===== src/rtl/uart_pkg.sv =====
// Constants and state encoding shared by the UART transmitter and receiver.
package uart_pkg;

  typedef enum logic {
    ST_IDLE = 1'b0,
    ST_SEND = 1'b1
  } uart_state_e;

  localparam logic START_BIT_VALUE   = 1'b0;
  localparam logic STOP_BIT_VALUE    = 1'b1;
  localparam int   DATA_BITS         = 8;
  localparam int   BASE_FRAME_BITS   = 10;
  localparam int   MIN_CLOCK_DIVIDER = 2;
  localparam int   BIT_IDX_W         = 4;

endpackage


===== src/rtl/uart_bit_timer.sv =====
// Reloadable down-counter; ticks while enabled and at zero, then reloads itself.
module uart_bit_timer #(
  parameter int WIDTH = 16
) (
  input  logic             i_clock,
  input  logic             i_reset,
  input  logic             i_load,
  input  logic [WIDTH-1:0] i_reload,
  input  logic             i_enable,
  output logic             o_tick
);

  logic [WIDTH-1:0] r_count;
  logic             w_zero;

  assign w_zero = (r_count == '0);
  assign o_tick = i_enable && w_zero;

  always_ff @(posedge i_clock) begin
    if (i_reset)       r_count <= '0;
    else if (i_load)   r_count <= i_reload;
    else if (i_enable) r_count <= w_zero ? i_reload : r_count - 1'b1;
  end

endmodule


===== src/rtl/uart_tx.sv =====
// UART transmitter: start bit, 8 data bits LSB first, optional parity, one stop bit.
module uart_tx
  import uart_pkg::*;
#(
  parameter int CLOCK_DIVIDER_WIDTH = 16
) (
  input  logic                           clock_i,
  input  logic                           reset_i,
  input  logic [CLOCK_DIVIDER_WIDTH-1:0] clock_divider_i,
  input  logic [7:0]                     data_i,
  input  logic                           start_i,
  input  logic                           parity_bit_i,
  input  logic                           parity_even_i,
  output logic                           serial_o,
  output logic                           ready_o,
  output logic                           done_o
);

  localparam logic [CLOCK_DIVIDER_WIDTH-1:0] L_MIN_DIV =
    CLOCK_DIVIDER_WIDTH'(MIN_CLOCK_DIVIDER);

  uart_state_e          r_state, w_state_nxt;
  logic [BIT_IDX_W-1:0] r_idx, w_idx_nxt;
  logic [7:0]           r_data, w_data_nxt;
  logic                 r_par_en, w_par_en_nxt;
  logic                 r_par_even, w_par_even_nxt;
  logic                 r_serial, w_serial_nxt;
  logic                 r_done, w_done_nxt;

  logic                           w_accept;
  logic                           w_tick;
  logic [CLOCK_DIVIDER_WIDTH-1:0] w_reload;
  logic [BIT_IDX_W-1:0]           w_last_idx;
  logic [BIT_IDX_W-1:0]           w_bit_idx;
  logic [2:0]                     w_data_sel;
  logic                           w_frame_bit;

  assign w_accept   = (r_state == ST_IDLE) && start_i && (clock_divider_i >= L_MIN_DIV);
  assign w_reload   = clock_divider_i - 1'b1;
  assign w_last_idx = BIT_IDX_W'(BASE_FRAME_BITS - 1) + {{(BIT_IDX_W-1){1'b0}}, r_par_en};
  assign w_bit_idx  = r_idx + 1'b1;
  assign w_data_sel = 3'(w_bit_idx - 1'b1);

  uart_bit_timer #(.WIDTH(CLOCK_DIVIDER_WIDTH)) u_bit_timer (
    .i_clock  (clock_i),
    .i_reset  (reset_i),
    .i_load   (w_accept),
    .i_reload (w_reload),
    .i_enable (r_state == ST_SEND),
    .o_tick   (w_tick)
  );

  // Value of the frame bit that starts at the next bit boundary.
  always_comb begin
    w_frame_bit = STOP_BIT_VALUE;
    if (w_bit_idx >= 4'd1 && w_bit_idx <= BIT_IDX_W'(DATA_BITS))
      w_frame_bit = r_data[w_data_sel];
    else if (w_bit_idx == BIT_IDX_W'(DATA_BITS + 1) && r_par_en)
      w_frame_bit = r_par_even ? (^r_data) : ~(^r_data);
  end

  always_comb begin
    w_state_nxt    = r_state;
    w_idx_nxt      = r_idx;
    w_data_nxt     = r_data;
    w_par_en_nxt   = r_par_en;
    w_par_even_nxt = r_par_even;
    w_serial_nxt   = r_serial;
    w_done_nxt     = 1'b0;
    case (r_state)
      ST_IDLE: begin
        w_serial_nxt = STOP_BIT_VALUE;
        if (w_accept) begin
          w_data_nxt     = data_i;
          w_par_en_nxt   = parity_bit_i;
          w_par_even_nxt = parity_even_i;
          w_serial_nxt   = START_BIT_VALUE;
          w_idx_nxt      = '0;
          w_state_nxt    = ST_SEND;
        end
      end
      ST_SEND: begin
        if (w_tick) begin
          if (r_idx == w_last_idx) begin
            w_state_nxt  = ST_IDLE;
            w_serial_nxt = STOP_BIT_VALUE;
            w_idx_nxt    = '0;
            w_done_nxt   = 1'b1;
          end else begin
            w_idx_nxt    = w_bit_idx;
            w_serial_nxt = w_frame_bit;
          end
        end
      end
      default: w_state_nxt = ST_IDLE;
    endcase
  end

  always_ff @(posedge clock_i) begin
    if (reset_i) begin
      r_state    <= ST_IDLE;
      r_idx      <= '0;
      r_data     <= '0;
      r_par_en   <= 1'b0;
      r_par_even <= 1'b0;
      r_serial   <= STOP_BIT_VALUE;
      r_done     <= 1'b0;
    end else begin
      r_state    <= w_state_nxt;
      r_idx      <= w_idx_nxt;
      r_data     <= w_data_nxt;
      r_par_en   <= w_par_en_nxt;
      r_par_even <= w_par_even_nxt;
      r_serial   <= w_serial_nxt;
      r_done     <= w_done_nxt;
    end
  end

  assign serial_o = r_serial;
  assign ready_o  = (r_state == ST_IDLE);
  assign done_o   = r_done;

endmodule

===== config.mk =====
export PLATFORM = sky130hd
export DESIGN_NAME = uart_tx
export DESIGN_NICKNAME = d
export VERILOG_FILES = /design/src/rtl/uart_pkg.sv /design/src/rtl/uart_bit_timer.sv /design/src/rtl/uart_tx.sv
export SDC_FILE = /design/constraint.sdc
export NUM_CORES = 1
export LEC_CHECK = 0
export ABC_AREA = 1
export CAP_MARGIN = 20
export CORE_UTILIZATION = 50
export DETAILED_ROUTE_END_ITERATION = 10
export PLACE_DENSITY = 0.73
export SKIP_LAST_GASP = 1
export SYNTH_ARGS = -nofsm -noshare
export SYNTH_HDL_FRONTEND = slang
export SYNTH_SLANG_ARGS = --single-unit

===== constraint.sdc =====
create_clock -name clock_i -period 3.2 [get_ports clock_i]
set_input_delay 0.32 -clock clock_i [delete_from_list [all_inputs] [get_ports clock_i]]
set_output_delay 0.32 -clock clock_i [all_outputs]
set_load 0.05 [all_outputs]

==> metrics.log, run 1 <==
[metrics] outcome: complete, no violations
[metrics] fill cell total of the finished layout: 515
[metrics] critical path class: input pin to flip-flop
[metrics] synthesized area per cell: 6.12 µm²
[metrics] vias in the first global route: 2400
[metrics] Clock H-tree levels: 2
[metrics] fin util: 62.1%
[metrics] clock root buffer master: clkbuf_8
[metrics] vertical extent of the die: 74.3 µm
[metrics] Vias: 2723
[metrics] DPL Wire Length: 4900 µm
[metrics] overall die area: 5520 µm²
[metrics] cell-by-cell listing of the critical path: clkdlybuf4s50_1, inv_1, ha_1, nor2_1, nand2_1, nor2_1, nand2_1, nand2_4, nand2_2, nand2_1, inv_1, nand3_1, o21ai_1
[metrics] Fmax: 433 MHz
[metrics] Clock Skew: 0.00821 ns
[metrics] net count after synthesis: 463
[metrics] launching element type of the critical path: input pin
[metrics] initial antenna violation count: 0
[metrics] data arrival time of the critical path: 2.49 ns
[metrics] count of inserted antenna diode cells: 0
[metrics] part of the cycle the worst path needs: 72.2%
[metrics] count of instances resized after the clock tree is built: 0
[metrics] Final Hold Vio Count: 0
[metrics] average wire per standard cell: 12.2 µm
[metrics] grt total ovfl: 0
[metrics] launch point of the worst reg-to-reg path: r_idx[0]
[metrics] most frequent cell on the critical path: nand2_1
[metrics] sequential element share of the synthesized area: 25.3%
[metrics] multi-input logic area: 1670 µm²
[metrics] starting utilization of the core area: 53.5%
[metrics] maximum clock insertion buffer count: 2
[metrics] summed negative setup slack over all endpoints: 0 ns
[metrics] RD Place Congestion: 0.937
[metrics] # IOs: 32
[metrics] global-route wire length before repair: 10400 µm
[metrics] Starting DRT DRC Count: 144
[metrics] clock buffer count from CTS: 5
[metrics] CTS tree: yes
[metrics] remaining number of nets flagged by the antenna check after routing: 0
[metrics] post-CTS setup-driven buffer insertion count: 0
[metrics] number of flip-flops and latches in the synthesized netlist: 33
[metrics] Via-to-Cell Ratio: 5.22
[metrics] Worst EP required: 3.38 ns
[metrics] final worst-path setup slack: 0.891 ns
[metrics] critical path's largest stage delay: 0.45 ns
[metrics] worst min-delay path category: flip-flop to flip-flop
[metrics] Critical path origin: clock_divider_i[0]
[metrics] number of library cell types mapped by synthesis: 33
[metrics] Area growth, synth to finish: 16.0%
[metrics] pin count of the biggest net entering global routing: 26
[metrics] power per unit of standard cell area: 440 nW/µm²
[metrics] DRC violation count after routing: 0
[metrics] horizontal extent of the die: 74.3 µm
[metrics] post-route minimum period: 2.31 ns
[metrics] CTS clock-pin slew for the worst setup and hold paths: 0.07 ns
[metrics] input/output buffers: 31
[metrics] clock sink count: 33
[metrics] area of the core: 4880 µm²
[metrics] RSZ-0062 raised after global routing: no
[metrics] Crit. End Element: flip-flop
[metrics] area of the mapped netlist: 2610 µm²
[metrics] number of iterations in the first detailed-routing pass: 7
[metrics] total count of max-transition violations in the final report: 0
[metrics] global-route usage over all layers: 24.7%
[metrics] Sequential Area: 661 µm²
[metrics] clock latency at the later pin of the worst-skew pair: 0.29 ns
[metrics] nets: 490
[metrics] measured slew at the worst slew-check pin: 0.668 ns
[metrics] Max-cap violations: 0
[metrics] Final Setup Violations: 0
[metrics] layout cell share with drive strength beyond 1: 7.47%
[metrics] Post-Syn Instances: 427
[metrics] pre-CTS setup slack: 0.609 ns
[metrics] worst voltage drop across the vdd grid: 0.224 mV
[metrics] final WL: 6380 µm
[metrics] count of warnings emitted by yosys: 0
[metrics] launch point of the worst hold path: r_par_even
[metrics] count of standard-cell rows: 25
[metrics] tightest slew margin relative to the limit: 55.4%
[metrics] worst-path fanout max: 25
[metrics] post-route worst hold slack: 0.480 ns
[metrics] CTS Hold Buffers Added: 0
[metrics] slowest CP cell: clkdlybuf4s50_1
[metrics] Leakage: 1.41 nW
## through the flow
step	instances	instance area, µm²	power [W]
2_1_floorplan	427	2610	0.000892
3_3_place_gp	514	2940	0.00101
3_5_place_dp	514	2940	0.00102
4_1_cts	522	3030	0.00134
5_1_grt	522	3030	0.00143
6_report	522	3030	0.00133
## flip-flops by register name, indices dropped and copies added, names as in the netlist
| signal | flops |
|---|---|
| serial_o | 1 |
| r_idx | 4 |
| r_par_en | 1 |
| r_par_even | 1 |
| r_data | 8 |
| done_o | 1 |
| u_bit_timer.r_count | 16 |
| r_state | 1 |
## critical path: cells and delay by family
| kind | cells | cell delay [ns] |
|---|---|---|
| fa+ha+maj | 1 | 0.21 |
| simple gates | 8 | 1.22 |
| buf+inv | 3 | 0.67 |
| compound gates | 1 | 0.06 |
## cells by family (layout without fill, tap and decap cells)
kind of cell / after synthesis / after routing / share of synthesized area [%]
xor+xnor: 21 / 21 / 7.04
buf+inv: 70 / 98 / 10.9
simple gates: 220 / 220 / 37.9
fa+ha+maj: 7 / 7 / 3.35
compound gates: 76 / 76 / 15.5
flops: 33 / 33 / 25.3
## cells in the mapped netlist
| cell | instances | area share [%] |
|---|---|---|
| nand2_1 | 115 | 17 |
| inv_1 | 54 | 7.8 |
| nor2_1 | 40 | 5.7 |
| nand3_1 | 37 | 7.1 |
| dfxtp_1 | 33 | 25 |
| o21ai_0 | 28 | 5.4 |
| a21oi_1 | 27 | 5.2 |
| xor2_1 | 15 | 5.0 |
| o21ai_1 | 13 | 2.5 |
| ha_1 | 7 | 3.4 |
| xnor2_1 | 6 | 2.0 |
| clkbuf_1 | 5 | 0.72 |
| inv_2 | 5 | 0.72 |
| a21oi_2 | 4 | 1.3 |
| nand4_1 | 4 | 0.96 |
| nand2_2 | 3 | 0.72 |
| nand3b_1 | 3 | 0.86 |
| nor2_2 | 3 | 0.72 |
| nor2_4 | 3 | 1.3 |
| nor3_1 | 3 | 0.57 |
| a31oi_1 | 2 | 0.48 |
| buf_2 | 2 | 0.38 |
| buf_6 | 2 | 0.86 |
| nand2_4 | 2 | 0.86 |
| nor4_1 | 2 | 0.48 |
| or2_2 | 2 | 0.48 |
| buf_4 | 1 | 0.29 |
| clkbuf_2 | 1 | 0.19 |
| nand3_2 | 1 | 0.38 |
| nand4_4 | 1 | 0.81 |
| nor3_2 | 1 | 0.38 |
| o21ai_2 | 1 | 0.34 |
| o31ai_1 | 1 | 0.29 |
## cell type report
class                      count  area share [%]
tap                           67            2.77
multi-input combinational    324            55.0
clock inverter                 3           0.579
timing repair buffer          31            10.2
sequential                    33            21.8
clock buffer                   5            2.27
inverter                      59            7.31
## report_power, final
part           internal (W)  total (W)  switching [W]
logic              0.000197   0.000506       0.000309
registers          0.000455   0.000507      0.0000520
clock network      0.000150   0.000318       0.000168
total              0.000803    0.00133       0.000529
## final timing paths
kind / end / slack (ns) / depth (start not counted)
max reg2reg: serial_o / 1.21 / 10
min: r_par_even / 0.48 / 2
max: u_bit_timer.r_count[1] / 0.89 / 13
min reg2reg: r_par_even / 0.48 / 2
## placed cells by master, fill, tap and decap left out, types with 6 or more instances in the layout
cell             instances
inv_1                   54
xor2_1                  15
ha_1                     7
o21ai_0                 28
dfxtp_1                 33
nor2_1                  40
clkdlybuf4s50_1         31
nand3_1                 37
xnor2_1                  6
nand2_1                115
o21ai_1                 13
a21oi_1                 27
## layer usage
metal  track usage [%]  share of wire, %  up-vias
li1                  -                 -     1417
met1              29.3                46     1225
met2              43.5                48       65
met3              4.34               3.3       16
met4              11.1               2.6        0
met5                 0                 0        -
Power figures use the tool's default switching activity.
==> run 2: changes to the inputs <==
- clock period: 3.2 -> 2.3 ns (I/O delays scaled with it)
==> metrics.log, run 2 (same netlist as run 1, synthesis figures left out) <==
[metrics] Leakage: 1.45 nW (was 1.41 nW)
[metrics] average wire per standard cell: 12.3 µm (was 12.2 µm)
[metrics] DRC violation count after routing: 0 (unchanged)
[metrics] maximum clock insertion buffer count: 2 (unchanged)
[metrics] CTS tree: yes (unchanged)
[metrics] pin count of the biggest net entering global routing: 19 (was 26)
[metrics] clock sink count: 33 (unchanged)
[metrics] CTS clock-pin slew for the worst setup and hold paths: 0.07 ns (about the same)
[metrics] summed negative setup slack over all endpoints: 0 ns (unchanged)
[metrics] # IOs: 32 (unchanged)
[metrics] max FFs per register: 16 (unchanged)
[metrics] Max-cap violations: 0 (unchanged)
[metrics] area of the core: 4880 µm² (unchanged)
[metrics] global-route usage over all layers: 25.5% (was 24.7%)
[metrics] Critical path origin: r_idx[0] (was clock_divider_i[0])
[metrics] total count of max-transition violations in the final report: 0 (unchanged)
[metrics] count of standard-cell rows: 25 (unchanged)
[metrics] critical register-to-register path endpoint: serial_o (unchanged)
[metrics] input/output buffers: 31 (unchanged)
[metrics] worst voltage drop across the vdd grid: 0.497 mV (was 0.224 mV)
[metrics] Via-to-Cell Ratio: 5.13 (was 5.22)
[metrics] global-route wire length before repair: 10700 µm (was 10400 µm)
[metrics] count of inserted antenna diode cells: 0 (unchanged)
[metrics] final cell count without fillers: 528 (was 522)
[metrics] overall die area: 5520 µm² (unchanged)
[metrics] worst-path fanout max: 9 (was 25)
[metrics] measured slew at the worst slew-check pin: 0.526 ns (was 0.668 ns)
[metrics] nets: 496 (was 490)
[metrics] placed cell count: 520 (was 514)
[metrics] RD Place Congestion: 0.888 (was 0.937)
[metrics] R2R setup slack: 0.33 ns (was 1.21 ns)
[metrics] count of instances resized after the clock tree is built: 0 (unchanged)
[metrics] worst min-delay path category: flip-flop to flip-flop (unchanged)
[metrics] power per unit of standard cell area: 645 nW/µm² (was 440 nW/µm²)
[metrics] layout cell share with drive strength beyond 1: 8.46% (was 7.47%)
[metrics] clock root buffer master: clkbuf_8 (unchanged)
[metrics] commonest non-fill, non-tap cell in the layout: nand2_1 (unchanged)
[metrics] vertical extent of the die: 74.3 µm (unchanged)
[metrics] data arrival time of the critical path: 2.15 ns (was 2.49 ns)
[metrics] post-route minimum period: 1.97 ns
[metrics] starting utilization of the core area: 53.5% (unchanged)
[metrics] final worst-path setup slack: 0.333 ns (was 0.891 ns)
[metrics] Final Hold Vio Count: 0 (unchanged)
[metrics] CTS Hold Buffers Added: 0 (unchanged)
[metrics] Starting DRT DRC Count: 169 (was 144)
[metrics] launch point of the worst reg-to-reg path: r_idx[0] (unchanged)
[metrics] horizontal extent of the die: 74.3 µm (unchanged)
[metrics] outcome: complete, no violations (unchanged)
[metrics] remaining number of nets flagged by the antenna check after routing: 0 (unchanged)
[metrics] launching element type of the critical path: flip-flop (was input pin)
[metrics] DPL Wire Length: 5120 µm (was 4900 µm)
[metrics] initial antenna violation count: 0 (unchanged)
[metrics] register with the highest flop count: u_bit_timer.r_count (unchanged)
[metrics] largest registers: u_bit_timer.r_count: 16 flops, r_data: 8 flops, r_idx: 4 flops (unchanged)
[metrics] Clock H-tree levels: 2 (unchanged)
[metrics] tightest slew margin relative to the limit: 64.8% (was 55.4%)
[metrics] Vias: 2710 (was 2723)
[metrics] critical path class: flip-flop to flip-flop (was input pin to flip-flop)
[metrics] number of iterations in the first detailed-routing pass: 4 (was 7)
[metrics] part of the cycle the worst path needs: 85.5%
[metrics] Worst EP required: 2.48 ns (was 3.38 ns)
[metrics] clock latency at the later pin of the worst-skew pair: 0.29 ns (about the same)
[metrics] Final Setup Violations: 0 (unchanged)
[metrics] Worst Setup EP: serial_o (was u_bit_timer.r_count[1])
[metrics] pre-CTS setup slack: 0.188 ns (was 0.609 ns)
[metrics] Clock Skew: 0.00619 ns (was 0.00821 ns)
[metrics] Fmax: 508 MHz
[metrics] post-CTS setup-driven buffer insertion count: 0 (unchanged)
[metrics] number of cell instances on the worst register-to-register path: 10 (unchanged)
[metrics] most frequent cells in the layout: nand2_1 (115), inv_1 (54), nor2_1 (40) (unchanged)
[metrics] grt total ovfl: 0 (unchanged)
[metrics] Area growth, synth to finish: 18.8% (was 16.0%)
[metrics] clock buffer count from CTS: 5 (unchanged)
[metrics] vias in the first global route: 2407 (was 2400)
[metrics] Crit. End Element: flip-flop (unchanged)
[metrics] RSZ-0062 raised after global routing: no (unchanged)
[metrics] final WL: 6480 µm (was 6380 µm)
## run 2: changes by cell type in the layout (fill, tap and decap cells not counted), sizes merged
cell	before	now
buf	0	6
clkinv	2	0
bufinv	0	1
clkinvlp	1	0
clkbuf	5	7
## run 2: per-layer routing
| metal | share of wire [%] | vias up | GRT usage, % |
|---|---|---|---|
| li1 | - | 1428 | - |
| met1 | 46 | 1214 | 31.5 |
| met2 | 48 | 59 | 45.9 |
| met3 | 4.4 | 9 | 3.66 |
| met4 | 1.5 | 0 | 7.34 |
| met5 | 0 | - | 0 |
## run 2: cell type report
cell class                 instances  area (µm²)
clock buffer                       7        86.3
timing repair buffer              37         355
inverter                          59         221
fill                             477        1780
clock inverter                     1        30.0
sequential                        33         661
tap                               67        83.8
multi-input combinational        324        1670
## run 2: power by group
group	internal, W	total [W]	switching (W)
clock network	0.000353	0.000575	0.000221
logic	0.000286	0.000719	0.000434
registers	0.000634	0.000706	0.0000723
total	0.00127	0.00200	0.000727
## run 2: worst min-delay path by stage
| stage | from | end | slack, ns | depth (start not counted) |
|---|---|---|---|---|
| 6_report | r_par_en | r_par_en | 0.50 | 2 |
| 5_1_grt | r_par_en | r_par_en | 0.51 | 2 |
| 4_1_cts | r_par_en | r_par_en | 0.50 | 2 |
| 3_5_place_dp | r_par_en | r_par_en | 0.48 | 2 |
| 3_3_place_gp | r_par_even | r_par_even | 0.47 | 2 |
| 2_1_floorplan | data_i[4] | r_data[4] | 0.42 | 2 |
## run 2: critical path, cell delays in order (launching register included)
cell and delay [ns]:
dfxtp_1 0.50, inv_1 0.17, ha_1 0.43, a21oi_1 0.16, o21ai_0 0.09, nand3_1 0.08
o21ai_0 0.07, a21oi_1 0.15, nand2_1 0.08, nand2_1 0.06, nand2_1 0.05
## run 2: stage by stage
stage | instance area [µm²] | hold WS (ns) | power, W | util, %
after CTS | 3100 | 0.496 | 0.00201 | 63.6
after global routing | 3100 | 0.512 | 0.00213 | 63.6
after floorplan | 2610 | 0.421 | 0.00124 | -
after detailed placement | 2990 | 0.484 | 0.00143 | 61.2
final | 3100 | 0.498 | 0.00200 | 63.6
after global placement | 2990 | 0.470 | 0.00142 | 61.2
==> run 3: changes to the inputs <==
- CAP_MARGIN: 20 -> unset
- PLACE_DENSITY: 0.73 -> 0.76
==> metrics.log, run 3 (same netlist as run 1, synthesis figures left out) <==
[metrics] final WL: 6380 µm (was 6480 µm)
[metrics] Stages on worst setup path: 10 (unchanged)
[metrics] launch point of the worst reg-to-reg path: r_idx[0] (unchanged)
[metrics] initial antenna violation count: 0 (unchanged)
[metrics] worst voltage drop across the vdd grid: 0.339 mV (was 0.497 mV)
[metrics] measured slew at the worst slew-check pin: 0.495 ns (was 0.526 ns)
[metrics] RSZ-0062 raised after global routing: no (unchanged)
[metrics] total cell area at the placement stage: 2990 µm² (about the same)
[metrics] commonest non-fill, non-tap cell in the layout: nand2_1 (unchanged)
[metrics] Final Setup Violations: 0 (unchanged)
[metrics] clock buffer count from CTS: 5 (unchanged)
[metrics] post-route minimum period: 2.01 ns (was 1.97 ns)
[metrics] R2R setup slack: 0.29 ns (was 0.33 ns)
[metrics] critical register-to-register path endpoint: serial_o (unchanged)
[metrics] fill cell total of the finished layout: 492 (was 477)
[metrics] Via-to-Cell Ratio: 5.22 (was 5.13)
[metrics] summed negative setup slack over all endpoints: 0 ns (unchanged)
[metrics] Crit. End Element: flip-flop (unchanged)
[metrics] tightest slew margin relative to the limit: 66.9% (was 64.8%)
[metrics] most frequent cell on the critical path: nand2_1 (unchanged)
[metrics] clock root buffer master: clkbuf_8 (unchanged)
[metrics] count of instances resized after the clock tree is built: 0 (unchanged)
[metrics] Critical path origin: r_idx[0] (unchanged)
[metrics] average wire per standard cell: 12.1 µm (was 12.3 µm)
[metrics] DRC violation count after routing: 0 (unchanged)
[metrics] overall die area: 5520 µm² (unchanged)
[metrics] Area growth, synth to finish: 17.9% (was 18.8%)
[metrics] number of iterations in the first detailed-routing pass: 5 (was 4)
[metrics] vias in the first global route: 2466 (was 2407)
[metrics] Final Hold Vio Count: 0 (unchanged)
[metrics] area of the core: 4880 µm² (unchanged)
[metrics] data arrival time of the critical path: 2.18 ns (was 2.15 ns)
[metrics] clock latency at the later pin of the worst-skew pair: 0.28 ns (was 0.29 ns)
[metrics] critical path class: flip-flop to flip-flop (unchanged)
[metrics] max FFs per register: 16 (unchanged)
[metrics] horizontal extent of the die: 74.3 µm (unchanged)
[metrics] power per unit of standard cell area: 607 nW/µm² (was 645 nW/µm²)
[metrics] layout cell share with drive strength beyond 1: 8.06% (was 8.46%)
[metrics] slowest CP cell: dfxtp_1 (unchanged)
[metrics] Worst EP required: 2.47 ns (was 2.48 ns)
[metrics] input/output buffers: 31 (unchanged)
[metrics] post-CTS setup-driven buffer insertion count: 0 (unchanged)
[metrics] Max-cap violations: 0 (unchanged)
[metrics] most frequent cells in the layout: nand2_1 (115), inv_1 (54), nor2_1 (40) (unchanged)
[metrics] critical path's largest stage delay: 0.49 ns (was 0.50 ns)
[metrics] Fmax: 497 MHz (was 508 MHz)
[metrics] remaining number of nets flagged by the antenna check after routing: 0 (unchanged)
[metrics] Leakage: 1.44 nW (was 1.45 nW)
[metrics] CTS tree: yes (unchanged)
[metrics] starting utilization of the core area: 53.5% (unchanged)
[metrics] part of the cycle the worst path needs: 87.4% (was 85.5%)
[metrics] launching element type of the critical path: flip-flop (unchanged)
[metrics] CTS Hold Buffers Added: 0 (unchanged)
[metrics] crit-path leading delay family: compound AO/OA/AOI/OAI gates (was flip-flops)
[metrics] DPL Wire Length: 5020 µm (was 5120 µm)
[metrics] count of inserted antenna diode cells: 0 (unchanged)
[metrics] # IOs: 32 (unchanged)
[metrics] Clock Skew: 0.00708 ns (was 0.00619 ns)
[metrics] total count of max-transition violations in the final report: 0 (unchanged)
[metrics] worst min-delay path category: flip-flop to flip-flop (unchanged)
[metrics] RD Place Congestion: 0.885 (was 0.888)
[metrics] grt total ovfl: 0 (unchanged)
[metrics] vertical extent of the die: 74.3 µm (unchanged)
[metrics] count of standard-cell rows: 25 (unchanged)
[metrics] pin count of the biggest net entering global routing: 20 (was 19)
[metrics] outcome: complete, no violations (unchanged)
[metrics] nets: 495 (was 496)
[metrics] CTS clock-pin slew for the worst setup and hold paths: 0.06 ns (was 0.07 ns)
[metrics] global-route wire length before repair: 10700 µm (about the same)
[metrics] global-route usage over all layers: 24.8% (was 25.5%)
[metrics] worst-path fanout max: 9 (unchanged)
[metrics] Starting DRT DRC Count: 180 (was 169)
[metrics] largest registers: u_bit_timer.r_count: 16 flops, r_data: 8 flops, r_idx: 4 flops (unchanged)
[metrics] Vias: 2745 (was 2710)
[metrics] Clock H-tree levels: 2 (unchanged)
[metrics] register with the highest flop count: u_bit_timer.r_count (unchanged)
[metrics] cell-by-cell listing of the critical path: inv_1, ha_1, a21oi_1, o21ai_0, nand3_1, o21ai_0, a21oi_1, nand2_1, nand2_1, nand2_1 (unchanged)
[metrics] Sequential Area: 661 µm² (unchanged)
[metrics] clock sink count: 33 (unchanged)
[metrics] Worst Setup EP: serial_o (unchanged)
[metrics] number of cell instances on the worst register-to-register path: 10 (unchanged)
[metrics] multi-input logic area: 1670 µm² (unchanged)
[metrics] CP bufs+invs: 1 (unchanged)
[metrics] Post-Layout Inst Area: 3080 µm² (was 3100 µm²)
[metrics] maximum clock insertion buffer count: 2 (unchanged)
## run 3: cell count changes in the layout (fill, tap and decap cells not counted), sizes merged
cell	before	now
buf	6	5
bufinv	1	0
## run 3: worst min-delay path by stage
stage,from,endpoint,slack (ns),cells after the start
floorplan,data_i[4],r_data[4],0.42,2
global placement,r_par_en,r_par_en,0.48,2
detailed placement,r_par_en,r_par_en,0.48,2
CTS,r_par_en,r_par_en,0.49,2
global route,r_par_en,r_par_en,0.51,2
finish,r_par_en,r_par_en,0.49,2
## run 3: per-layer routing
layer	GRT usage (%)	vias up	share of wire [%]
met4	7.76	0	2.1
met2	41.9	58	47
met1	32.2	1242	46
met3	4.34	12	4.5
li1	-	1433	-
met5	0	-	0
## run 3: tightest hold or removal path, stage by stage (launching register included)
cell and delay [ns]:
dfxtp_1 0.32, inv_1 0.07, a21oi_1 0.05
## run 3: cell type report
cell class / instances / share of cell area (%)
clock buffers: 7 / 2.80
inverters: 59 / 7.20
multi-input cells: 324 / 54.1
flip-flops and latches: 33 / 21.5
well taps: 67 / 2.72
repair buffers: 36 / 11.7
## run 3: power by group
part | switching (W) | internal [W] | total [W]
combinational | 0.000428 | 0.000288 | 0.000716
sequential | 0.0000730 | 0.000634 | 0.000707
clock | 0.000207 | 0.000237 | 0.000445
total | 0.000708 | 0.00116 | 0.00187
## run 3: stage by stage
stage / instances / util, % / total power (W) / setup slack, ns / hold slack [ns]
after global placement: 519 / 61.3 / 0.00142 / 0.206 / 0.484
after detailed placement: 519 / 61.3 / 0.00143 / 0.155 / 0.480
after floorplan: 427 / - / 0.00124 / 0.570 / 0.421
final: 526 / 63.1 / 0.00187 / 0.290 / 0.491
after global routing: 526 / 63.1 / 0.00201 / 0.127 / 0.509
after CTS: 526 / 63.1 / 0.00187 / 0.331 / 0.490
